<file path="src/rtl/cdp1802_dma_responder_pkg.sv">
// cdp1802_pkg: state-code constants, responder state enum and the shared DMA/INT arbiter
package cdp1802_pkg;
  localparam logic [1:0] SC_FETCH = 2'b00;
  localparam logic [1:0] SC_EXEC  = 2'b01;
  localparam logic [1:0] SC_DMA   = 2'b10;
  localparam logic [1:0] SC_INT   = 2'b11;
  typedef enum logic [2:0] {IDLE, DOUT_REQ, DOUT_WAIT, DOUT_PRES, DIN_REQ, DIN_WAIT, DIN_PRES, INT} state_t;
  function automatic state_t arbitrate(input logic din_n, input logic dout_n, input logic int_req, input logic ie);
    return !din_n ? DIN_REQ : !dout_n ? DOUT_REQ : (int_req && ie) ? INT : IDLE;
  endfunction
endpackage

</file>
<file path="src/rtl/cdp1802_dma_responder_if.sv">
// cdp1802_dma_responder_if: core sequencer, video and memory signals of the DMA/INT responder
interface cdp1802_dma_responder_if #(parameter int ADDR_W = 16);
  logic clk_enable, boundary, ie, int_req, dma_out_n, dma_in_n, r0_wr;
  logic hold, int_ack, dma_strobe, mem_req, mem_we, mem_ack;
  logic [7:0] dma_in_data, dma_data, mem_wdata, mem_rdata;
  logic [ADDR_W-1:0] r0_wdata, r0, mem_addr;
  logic [1:0] SC;
  modport master (
    input  clk_enable, boundary, ie, int_req, dma_out_n, dma_in_n, dma_in_data, r0_wr, r0_wdata, mem_ack, mem_rdata,
    output r0, SC, hold, int_ack, dma_data, dma_strobe, mem_addr, mem_req, mem_we, mem_wdata
  );
  modport slave (
    output clk_enable, boundary, ie, int_req, dma_out_n, dma_in_n, dma_in_data, r0_wr, r0_wdata, mem_ack, mem_rdata,
    input  r0, SC, hold, int_ack, dma_data, dma_strobe, mem_addr, mem_req, mem_we, mem_wdata
  );
endinterface

</file>
<file path="src/rtl/cdp1802_dma_responder.sv">
// cdp1802_dma_responder: steals DMA/INT machine cycles, owns R0; DMA_IN_EN enables the DMA-in write path
module cdp1802_dma_responder
  import cdp1802_pkg::*;
#(
  parameter int ADDR_W = 16,
  parameter logic [ADDR_W-1:0] R0_RESET = '0
) (
  input logic clk,
  input logic reset,
  cdp1802_dma_responder_if.master b
);
  state_t r_state, w_arb;
  logic [1:0] r_sc;
  logic r_int_ack, r_mem_req;
  logic [ADDR_W-1:0] r_r0, r_mem_addr;
  logic [7:0] r_dma_data;
  logic w_din_n, w_pres, w_go, w_dma, w_din_cyc;
`ifdef DMA_IN_EN
  logic r_mem_we;
  logic [7:0] r_mem_wdata;
  assign w_din_n = b.dma_in_n;
  assign b.mem_we = r_mem_we;
  assign b.mem_wdata = r_mem_wdata;
`else
  assign w_din_n = 1'b1;
  assign b.mem_we = 1'b0;
  assign b.mem_wdata = 8'h00;
`endif
  assign w_arb = arbitrate(w_din_n, b.dma_out_n, b.int_req, b.ie);
  assign w_dma = w_arb inside {DOUT_REQ, DIN_REQ};
  assign w_pres = r_state inside {DOUT_PRES, DIN_PRES};
  assign w_din_cyc = r_state inside {DIN_REQ, DIN_WAIT};
  // a pending R0 write wins over a boundary sample in the same machine cycle
  assign w_go = b.clk_enable && (w_pres || (r_state == IDLE && b.boundary && !b.r0_wr));
  assign b.r0 = r_r0;
  assign b.SC = r_sc;
  assign b.hold = r_state != IDLE;
  assign b.int_ack = r_int_ack;
  assign b.dma_data = r_dma_data;
  assign b.dma_strobe = b.clk_enable && r_state == DOUT_PRES;
  assign b.mem_addr = r_mem_addr;
  assign b.mem_req = r_mem_req;
  always_ff @(posedge clk or negedge reset)
    if (!reset) begin
      r_state <= IDLE;
      r_sc <= SC_FETCH;
      r_int_ack <= 1'b0;
      r_mem_req <= 1'b0;
      r_mem_addr <= '0;
      r_r0 <= R0_RESET;
      r_dma_data <= 8'h00;
`ifdef DMA_IN_EN
      r_mem_we <= 1'b0;
      r_mem_wdata <= 8'h00;
`endif
    end else begin
      r_int_ack <= 1'b0;
      if (w_go) begin
        r_state <= w_arb;
        r_sc <= w_arb == INT ? SC_INT : (w_dma && w_pres) ? SC_DMA : SC_FETCH;
        r_int_ack <= w_arb == INT;
        r_mem_req <= w_dma;
        r_mem_addr <= r_r0;
`ifdef DMA_IN_EN
        r_mem_we <= w_arb == DIN_REQ;
        r_mem_wdata <= b.dma_in_data;
`endif
      end else if (r_state == IDLE) begin
        if (b.clk_enable && b.r0_wr) r_r0 <= b.r0_wdata;
      end else if (r_state == INT) begin
        if (b.clk_enable) begin
          r_state <= IDLE;
          r_sc <= SC_FETCH;
        end
      end else if (!w_pres) begin
        // memory handshake runs at full clock rate, independent of clk_enable
        if (b.mem_ack) begin
          r_state <= w_din_cyc ? DIN_PRES : DOUT_PRES;
          r_sc <= SC_DMA;
          r_mem_req <= 1'b0;
          r_r0 <= r_r0 + ADDR_W'(1);
          if (!w_din_cyc) r_dma_data <= b.mem_rdata;
`ifdef DMA_IN_EN
          r_mem_we <= 1'b0;
`endif
        end else r_state <= r_state == DOUT_REQ ? DOUT_WAIT : r_state == DIN_REQ ? DIN_WAIT : r_state;
      end
    end
endmodule
</file>
<file path="src/flat_wrapper.sv">
// flat-port wrapper written by rule: the top's interface ports become plain ports
module cdp1802_dma_responder_flat import cdp1802_pkg::*;
#(
  parameter int ADDR_W = 16,
  parameter logic [ADDR_W-1:0] R0_RESET = '0
)
  (clk, reset, b_clk_enable, b_boundary, b_ie, b_int_req, b_dma_out_n, b_dma_in_n, b_dma_in_data, b_r0_wr, b_r0_wdata, b_mem_ack, b_mem_rdata, b_r0, b_SC, b_hold, b_int_ack, b_dma_data, b_dma_strobe, b_mem_addr, b_mem_req, b_mem_we, b_mem_wdata);
  cdp1802_dma_responder_if #(.ADDR_W(ADDR_W)) b_i ();
  input logic clk;
  input logic reset;
  input wire logic [$bits(b_i.clk_enable)-1:0] b_clk_enable;
  input wire logic [$bits(b_i.boundary)-1:0] b_boundary;
  input wire logic [$bits(b_i.ie)-1:0] b_ie;
  input wire logic [$bits(b_i.int_req)-1:0] b_int_req;
  input wire logic [$bits(b_i.dma_out_n)-1:0] b_dma_out_n;
  input wire logic [$bits(b_i.dma_in_n)-1:0] b_dma_in_n;
  input wire logic [$bits(b_i.dma_in_data)-1:0] b_dma_in_data;
  input wire logic [$bits(b_i.r0_wr)-1:0] b_r0_wr;
  input wire logic [$bits(b_i.r0_wdata)-1:0] b_r0_wdata;
  input wire logic [$bits(b_i.mem_ack)-1:0] b_mem_ack;
  input wire logic [$bits(b_i.mem_rdata)-1:0] b_mem_rdata;
  output wire logic [$bits(b_i.r0)-1:0] b_r0;
  output wire logic [$bits(b_i.SC)-1:0] b_SC;
  output wire logic [$bits(b_i.hold)-1:0] b_hold;
  output wire logic [$bits(b_i.int_ack)-1:0] b_int_ack;
  output wire logic [$bits(b_i.dma_data)-1:0] b_dma_data;
  output wire logic [$bits(b_i.dma_strobe)-1:0] b_dma_strobe;
  output wire logic [$bits(b_i.mem_addr)-1:0] b_mem_addr;
  output wire logic [$bits(b_i.mem_req)-1:0] b_mem_req;
  output wire logic [$bits(b_i.mem_we)-1:0] b_mem_we;
  output wire logic [$bits(b_i.mem_wdata)-1:0] b_mem_wdata;
  assign b_i.clk_enable = b_clk_enable;
  assign b_i.boundary = b_boundary;
  assign b_i.ie = b_ie;
  assign b_i.int_req = b_int_req;
  assign b_i.dma_out_n = b_dma_out_n;
  assign b_i.dma_in_n = b_dma_in_n;
  assign b_i.dma_in_data = b_dma_in_data;
  assign b_i.r0_wr = b_r0_wr;
  assign b_i.r0_wdata = b_r0_wdata;
  assign b_i.mem_ack = b_mem_ack;
  assign b_i.mem_rdata = b_mem_rdata;
  assign b_r0 = b_i.r0;
  assign b_SC = b_i.SC;
  assign b_hold = b_i.hold;
  assign b_int_ack = b_i.int_ack;
  assign b_dma_data = b_i.dma_data;
  assign b_dma_strobe = b_i.dma_strobe;
  assign b_mem_addr = b_i.mem_addr;
  assign b_mem_req = b_i.mem_req;
  assign b_mem_we = b_i.mem_we;
  assign b_mem_wdata = b_i.mem_wdata;
  cdp1802_dma_responder #(.ADDR_W(ADDR_W), .R0_RESET(R0_RESET)) u_core (.clk(clk), .reset(reset), .b(b_i));
endmodule
</file>
<file path="config.mk">
export PLATFORM = sky130hd
export DESIGN_NAME = cdp1802_dma_responder_flat
export DESIGN_NICKNAME = d
export VERILOG_FILES = /design/src/rtl/cdp1802_dma_responder_pkg.sv /design/src/rtl/cdp1802_dma_responder_if.sv /design/src/rtl/cdp1802_dma_responder.sv /design/src/flat_wrapper.sv
export SDC_FILE = /design/constraint.sdc
export NUM_CORES = 1
export LEC_CHECK = 0
export ABC_AREA = 1
export BUFFER_PORTS_ARGS = -buffer_cell sky130_fd_sc_hd__clkbuf_2
export CORE_MARGIN = 4
export CORE_UTILIZATION = 45
export CTS_CLUSTER_DIAMETER = 40
export CTS_CLUSTER_SIZE = 16
export DETAILED_ROUTE_END_ITERATION = 10
export PLACE_DENSITY = 0.86
export RECOVER_POWER = 25
export SLEW_MARGIN = 20
export SYNTH_ARGS = -nofsm -noshare
export SYNTH_HDL_FRONTEND = slang
export SYNTH_SLANG_ARGS = --single-unit
</file>
<file path="constraint.sdc">
create_clock -name clk -period 1.5 [get_ports clk]
set_clock_uncertainty 0.1 [all_clocks]
set_input_delay 0.15 -clock clk [delete_from_list [all_inputs] [get_ports clk]]
set_output_delay 0.15 -clock clk [all_outputs]
set_load 0.005 [all_outputs]
</file>
==> flow_summary.ini, run 1 <==
[status]
status = finished with violations
failed_checks = negative setup slack

[power]
p_clk_share_pct = 11.4
leakage_nw = 2.21
peakVddDrop_uv = 1030
cell_internal_pwr_mw = 5.36
p_sw_mw = 4.65
p_per_area_nw_per_um2 = 2380
pwr-share-comb_pct = 64.3
switching_share_pct = 46.4
power_frac_seq_pct = 24.3

[global_routing]
antenna_found_initial = 0
grt_pass1_vias = 3123
grt_use_total_pct = 25.2
grt_first_pass_wirelength_um = 15100
overflow = 0
grt_max_degree = 48

[timing]
period_share_pct = 114
worst_pin_slew_ns = 0.653
setup_viol = 49
hold_violations = 0
slew_headroom_pct = 56.5
layout_setup_ws_ns = -0.207
fmax_mhz = 586
rsz0062_at_grt = yes
min_period_ns = 1.71
maxSlewViolCount = 0

[worst_setup_path]
r2r_start = u_core.r_state[1]
cp_common_cell = nand2_4
critPathCaptureType = flip-flop
cp.arrival_ns = 1.84
slowest_delay_ns = 0.50
r2r_cells = 9
cp-endpoint = u_core.b.r0[0]
critPathMaxFanout = 9
worstSetupPathType = reg2reg
path_cells = nand2_4 > nand2_4 > nand2_8 > inv_4 > nor2_4 > nand2_4 > inv_8 > nand2_1 > o21ai_0
worst_path_max_delay_cell = dfrtp_2
worstPathRequired_ns = 1.63
r2r_end = u_core.b.r0[0]
rrSetupSlack_ns = -0.21
critPathLaunch = u_core.r_state[1]
critPathLaunchType = flip-flop

[placed_design]
place_ws_ns = -0.177
hpwl_um = 5640
place.port_buffers = 78
dp.cells = 554
placed_cell_area_um2 = 3500
gp_congestion = 0.917

[yosys]
synth_largest_area_cell = dfrtp_1
synth_warnings = 0
synth_cells = 376
synth_area_leaders = dfrtp_1 (41%), nand2_1 (15%), nand3_1 (5.3%)
synth_top_area_share_pct = 41.3
avgSynthCellArea_um2 = 7.57
synth_seq_cells = 47
syn_area_um2 = 2850
ys_seq_area_share_pct = 41.3
yosysUniqueCellTypes = 33

[cells_and_area]
drive_gt1_share_pct = 41.4
final_nets = 556
layout_commonest_cell = nand2_1
final_area_um2 = 4210
synthToLayoutAreaGrowth_pct = 48.1
n_fill_cell = 406
fin_cells = 589
final_cell_mix = nand2_1 (104), clkbuf_2 (77), dfrtp_1 (44), inv_1 (36), buf_4 (32)
insertedDiodeCount = 0

[hold_path]
hold-path-cell-count = 5
hp-class = in2reg
min_from = b_r0_wdata[1]

[floorplanning]
core_um2 = 6030
die_area_um2 = 7660
num_rows = 28
initial_core_util_pct = 47.2
die_height_um = 87.5
ios = 97
die_w_um = 87.5

[drt]
drtIter0Drc = 361
avgViaCountPerCell = 5.59
ant_nets = 0
vias = 3291
drt-total-wl_um = 10400
routedWlPerCell_um = 17.6
drc = 0
drtPass1Iterations = 5

[clocking]
clk_pin_slew_ns = 0.10
cts.sinks = 47
cts_max_path_buffers = 2
cts_tree = done
cts_root_buf = clkbuf_8
cts_buffers = 5
cts-htree-levels = 2
clock_latency_ns = 0.32

[flow_run]
drv_cap = 0
-- state kept, by name (all words and copies together), names as in the netlist --
register / count
u_core.b.r0: 16
u_core.r_state: 3
u_core.b.int_ack: 1
u_core.b.mem_addr: 16
u_core.b.mem_req: 1
u_core.b.SC: 2
u_core.b.dma_data: 8
-- critical path: cells and delay by family (launching register included) --
family | cells | cell delay (ns)
compound gates | 1 | 0.08
buf+inv | 2 | 0.16
flops | 1 | 0.50
simple gates | 6 | 0.77
-- per-stage QoR --
| step | hold slack [ns] | setup TNS, ns | total power, mW | util (%) |
|---|---|---|---|---|
| 2_1_floorplan | -0.246 | 0 | 5.23 | - |
| 3_3_place_gp | 0.0564 | -3.40 | 6.68 | 58.1 |
| 3_5_place_dp | 0.0589 | -5.11 | 6.84 | 58.1 |
| 4_1_cts | 0.0393 | -2.32 | 9.05 | 67.2 |
| 5_1_grt | 0.0657 | -8.71 | 10.6 | 69.9 |
| 6_report | 0.0389 | -6.17 | 10.0 | 69.9 |
-- power groups by stage --
stage                     Combinational [mW]  Sequential [mW]  Clock (mW)
after global placement                  4.34             2.33           0
after CTS                               5.57             2.36        1.13
after floorplan                         2.95             2.28           0
final                                   6.44             2.43        1.14
after detailed placement                4.49             2.36           0
after global routing                    6.90             2.48        1.19
-- synthesized netlist by cell type --
library cell and count:
nand4_1 5, inv_2 2, nand2_2 1, o21ai_1 8, nand3_1 30, nor3b_1 1
nor2_2 6, nand3_2 2, a21oi_2 2, buf_6 5, inv_6 1, dfrtp_1 47
a21oi_4 1, nor3_1 2, buf_12 1, ha_1 1, buf_2 2, a21oi_1 4
nand2_4 8, nand2_8 1, nand4_4 1, or2_2 1, inv_4 2, inv_1 37
nor2_4 2, o21ai_2 9, clkbuf_1 4, buf_4 10, conb_1 1, nor2_1 31
o21ai_0 30, nand2_1 117, nand3b_1 1
-- logic make-up after synthesis --
kind of cell    Yosys count  synth area share [%]
simple gates            209                  34.7
other cells               1                 0.132
compound gates           54                  11.3
fa+ha+maj                 1                 0.440
buf+inv                  64                  12.1
flops                    47                  41.3
-- layer usage --
metal / GRT usage, % / wire length, um
met5: 0 / 0
met4: 11.7 / 559
met3: 4.73 / 878
met2: 43.4 / 5200
met1: 30.5 / 3730
-- worst min-delay path by stage --
stage,to,slack (ns)
2_1_floorplan,u_core.b.SC[0],-0.25
3_3_place_gp,u_core.b.mem_addr[14],0.06
3_5_place_dp,u_core.b.mem_addr[15],0.06
4_1_cts,u_core.b.r0[1],0.04
5_1_grt,u_core.b.r0[11],0.07
6_report,u_core.b.r0[1],0.04
-- cell type report --
class                           count  area, um^2  area share, %
Timing Repair inverter              1        8.76          0.208
Multi-Input combinational cell    277        1580           37.4
Clock buffer                        6        72.6           1.72
Inverter                           42         173           4.10
Tap cell                           75        93.8           2.23
Timing Repair Buffer              139        1050           24.9
Clock inverter                      2        60.1           1.43
Sequential cell                    47        1180           28.0
-- repair_timing --
action                                 in CTS  in global routing
pin swaps                                  13                 15
setup buffers                               6                  3
hold buffers                               10                  0
resized for setup                          53                 37
gates cloned                                7                  1
endpoints found under the hold margin      56                  0
setup endpoints to repair                  49                 49
(Power assumes the default switching activity.)
==> run 2, diff against run 1 <==
ABC_AREA = default   (was 1)
CORE_UTILIZATION = 44   (was 45)
==> run 2 against run 1 <==
Effect of this change: the flow still finishes with violations (negative setup slack); clock power decreased by 12%; worst hold slack got worse by 0.021 ns; utilization decreased by 1.0 points; critical path depth decreased by 5; cell area decreased by 8.3%; wire length decreased by 24%; via count decreased by 23%; sequential cell count unchanged; non-clock buffer count increased by 6; largest cell class unchanged.
==> flow_summary.ini, run 2 <==
[status]
status = finished with violations
failed_checks = negative setup slack

[timing]
maxSlewViolCount = 0
period_share_pct = 136
layout_setup_ws_ns = -0.536
rsz0062_at_grt = yes
setup_viol = 49
fmax_mhz = 491
min_period_ns = 2.04
worst_pin_slew_ns = 0.633
hold_violations = 0
setup_tns_ns = -18.90
whs_ns = 0.0179
slew_headroom_pct = 57.8

[placed_design]
gp_congestion = 0.857
placed_cell_area_um2 = 3280
dp.cells = 416
place.port_buffers = 78
hpwl_um = 4850

[drt]
ant_nets = 0
drc = 0
drtPass1Iterations = 4
drt-total-wl_um = 7870
vias = 2523
routedWlPerCell_um = 17.4
avgViaCountPerCell = 5.57
drtIter0Drc = 127

[yosys]
ys.flop_type = dfrtp_1
async_flop_share_pct = 100
synth-edff-count = 0
synth_most_common_cell = dfrtp_1
synth_seq_cells = 47
synth_area_leaders = dfrtp_1 (46%), mux2_2 (11%), o22a_1 (4.8%)
yosysUniqueCellTypes = 49
synth_common_cells = dfrtp_1 (47), mux2_2 (25), a21oi_1 (20)
ys_seq_area_share_pct = 45.7
synth_cells = 249
synth_warnings = 0
avgSynthCellArea_um2 = 10.3
syn_area_um2 = 2570
synth_largest_area_cell = dfrtp_1
synth_top_area_share_pct = 45.7

[worst_setup_path]
r2r_end = u_core.b.mem_addr[0]
critPathLaunchType = flip-flop
path_cells = or4b_4 > a221oi_4 > buf_4 > mux2_2
critPathCaptureType = flip-flop
r2r_start = u_core.r_state[1]
worstPathRequired_ns = 1.60
critPathMaxFanout = 5
rrSetupSlack_ns = -0.54
cp.arrival_ns = 2.13
r2r_cells = 4
slowest_delay_ns = 0.53
cp-endpoint = u_core.b.mem_addr[0]
critPathLaunch = u_core.r_state[1]
worst_path_max_delay_cell = or4b_4
worstSetupPathType = reg2reg

[cells_and_area]
drive_gt1_share_pct = 52.8
final_cell_mix = clkbuf_2 (77), dfrtp_1 (47), buf_4 (41), a21oi_1 (16), o22a_1 (14)
layout_commonest_cell = clkbuf_2
fin_cells = 453
final_area_um2 = 3860
synthToLayoutAreaGrowth_pct = 50.0
final_nets = 423
insertedDiodeCount = 0

[power]
pwr-share-comb_pct = 60.1
p_sw_mw = 3.19
power_frac_seq_pct = 27.9
cell_internal_pwr_mw = 5.22
switching_share_pct = 37.9
power_mw = 8.40
p_clk_share_pct = 12.0
peakVddDrop_uv = 1280
p_per_area_nw_per_um2 = 2180
leakage_nw = 1.82

[hold_path]
hp-class = in2reg
min_from = b_r0_wdata[5]

[clocking]
clk_pin_slew_ns = 0.09
clock_latency_ns = 0.31
cts_buffers = 5
cts_root_buf = clkbuf_8
cts.sinks = 47
cts_tree = done
cts-htree-levels = 2
cts_max_path_buffers = 2

[global_routing]
grt_max_degree = 48
grt_pass1_vias = 2475
grt_use_total_pct = 21.0
antenna_found_initial = 0
grt_first_pass_wirelength_um = 12200
overflow = 0

[floorplanning]
num_rows = 27
die_w_um = 84.5
die_height_um = 84.5
initial_core_util_pct = 45.9
die_area_um2 = 7140
core_um2 = 5610
ios = 97

[flow_run]
drv_cap = 0
-- run 2: cell types whose count changed after synthesis, sizes merged, moves of 7 or more --
cell,delta
nand2,-114
inv,-38
o21ai,-32
mux2,+26
nand3,-26
nor2,-25
o22a,+14
a21oi,+13
and3,+7
clkbuf,+7
-- run 2: per-stage QoR --
| stage | worst slack, ns | utilization, % |
|---|---|---|
| 6_report | -0.536 | 68.9 |
| 5_1_grt | -0.567 | 68.9 |
| 4_1_cts | -0.521 | 66.6 |
| 3_5_place_dp | -0.491 | 58.5 |
| 3_3_place_gp | -0.444 | 58.5 |
| 2_1_floorplan | -0.489 | - |
-- run 2: area by class of cell --
type / count / area (um^2)
clock buffer: 6 / 82.6
clock inverter: 2 / 38.8
fill: 402 / 1750
inverter: 4 / 15.0
multi-input combinational: 177 / 1430
sequential: 47 / 1180
tap: 72 / 90.1
timing repair buffer: 145 / 1030
-- run 2: cells by family (layout without fill, tap and decap cells) --
logic type	count (synthesis)	count (layout)	share of synthesized area [%]
multiplexers	28	28	12.1
buffers and inverters	33	157	7.48
other	1	9	0.146
AO/OA/AOI/OAI	67	67	17.9
adder cells (fa/ha/maj)	2	2	0.875
flip-flops	47	47	45.7
AND/OR/NAND/NOR	70	70	15.5
XOR/XNOR	1	1	0.340
-- run 2: what timing repair did --
action                                  4_1_cts  5_1_grt
endpoints found under the hold margin        56        0
buffers inserted                             15        5
pin swaps                                     8       10
endpoints found under the setup margin       49       49
resized for setup                            28       24
hold buffers                                 10        0
gates cloned                                  1        2
-- run 2: per-layer routing --
metal	track usage, %	share of wire, %	up-vias
li1	-	-	1155
met1	26.8	41	1231
met2	35.8	51	118
met3	4.12	6.3	19
met4	6.47	2.5	0
met5	0	0	-
-- run 2: worst min-delay path by stage --
stage                           endpoint  slack, ns  cells after the start
detailed placement  u_core.b.mem_addr[9]       0.06                      2
global placement    u_core.b.mem_addr[9]       0.05                      2
CTS                       u_core.b.r0[2]       0.02                      3
global route              u_core.b.r0[3]       0.02                      3
finish                    u_core.b.r0[5]       0.02                      3
floorplan                 u_core.b.SC[0]      -0.25                      0
-- run 2: power groups by stage --
stage	sequential (mW)	combinational (mW)	clock [mW]
floorplan	2.38	2.38	0
global placement	2.28	3.79	0
detailed placement	2.32	3.94	0
CTS	2.31	4.72	1.01
global route	2.42	5.44	1.07
finish	2.35	5.05	1.00
-- run 2: critical path: cells and delay by family, from the launching register on --
| kind | cells | cell delay, ns |
|---|---|---|
| muxes | 1 | 0.34 |
| DFF | 1 | 0.41 |
| AOI/OAI and AO/OA | 1 | 0.33 |
| buffers and inverters | 1 | 0.22 |
| and+or+nand+nor | 1 | 0.53 |
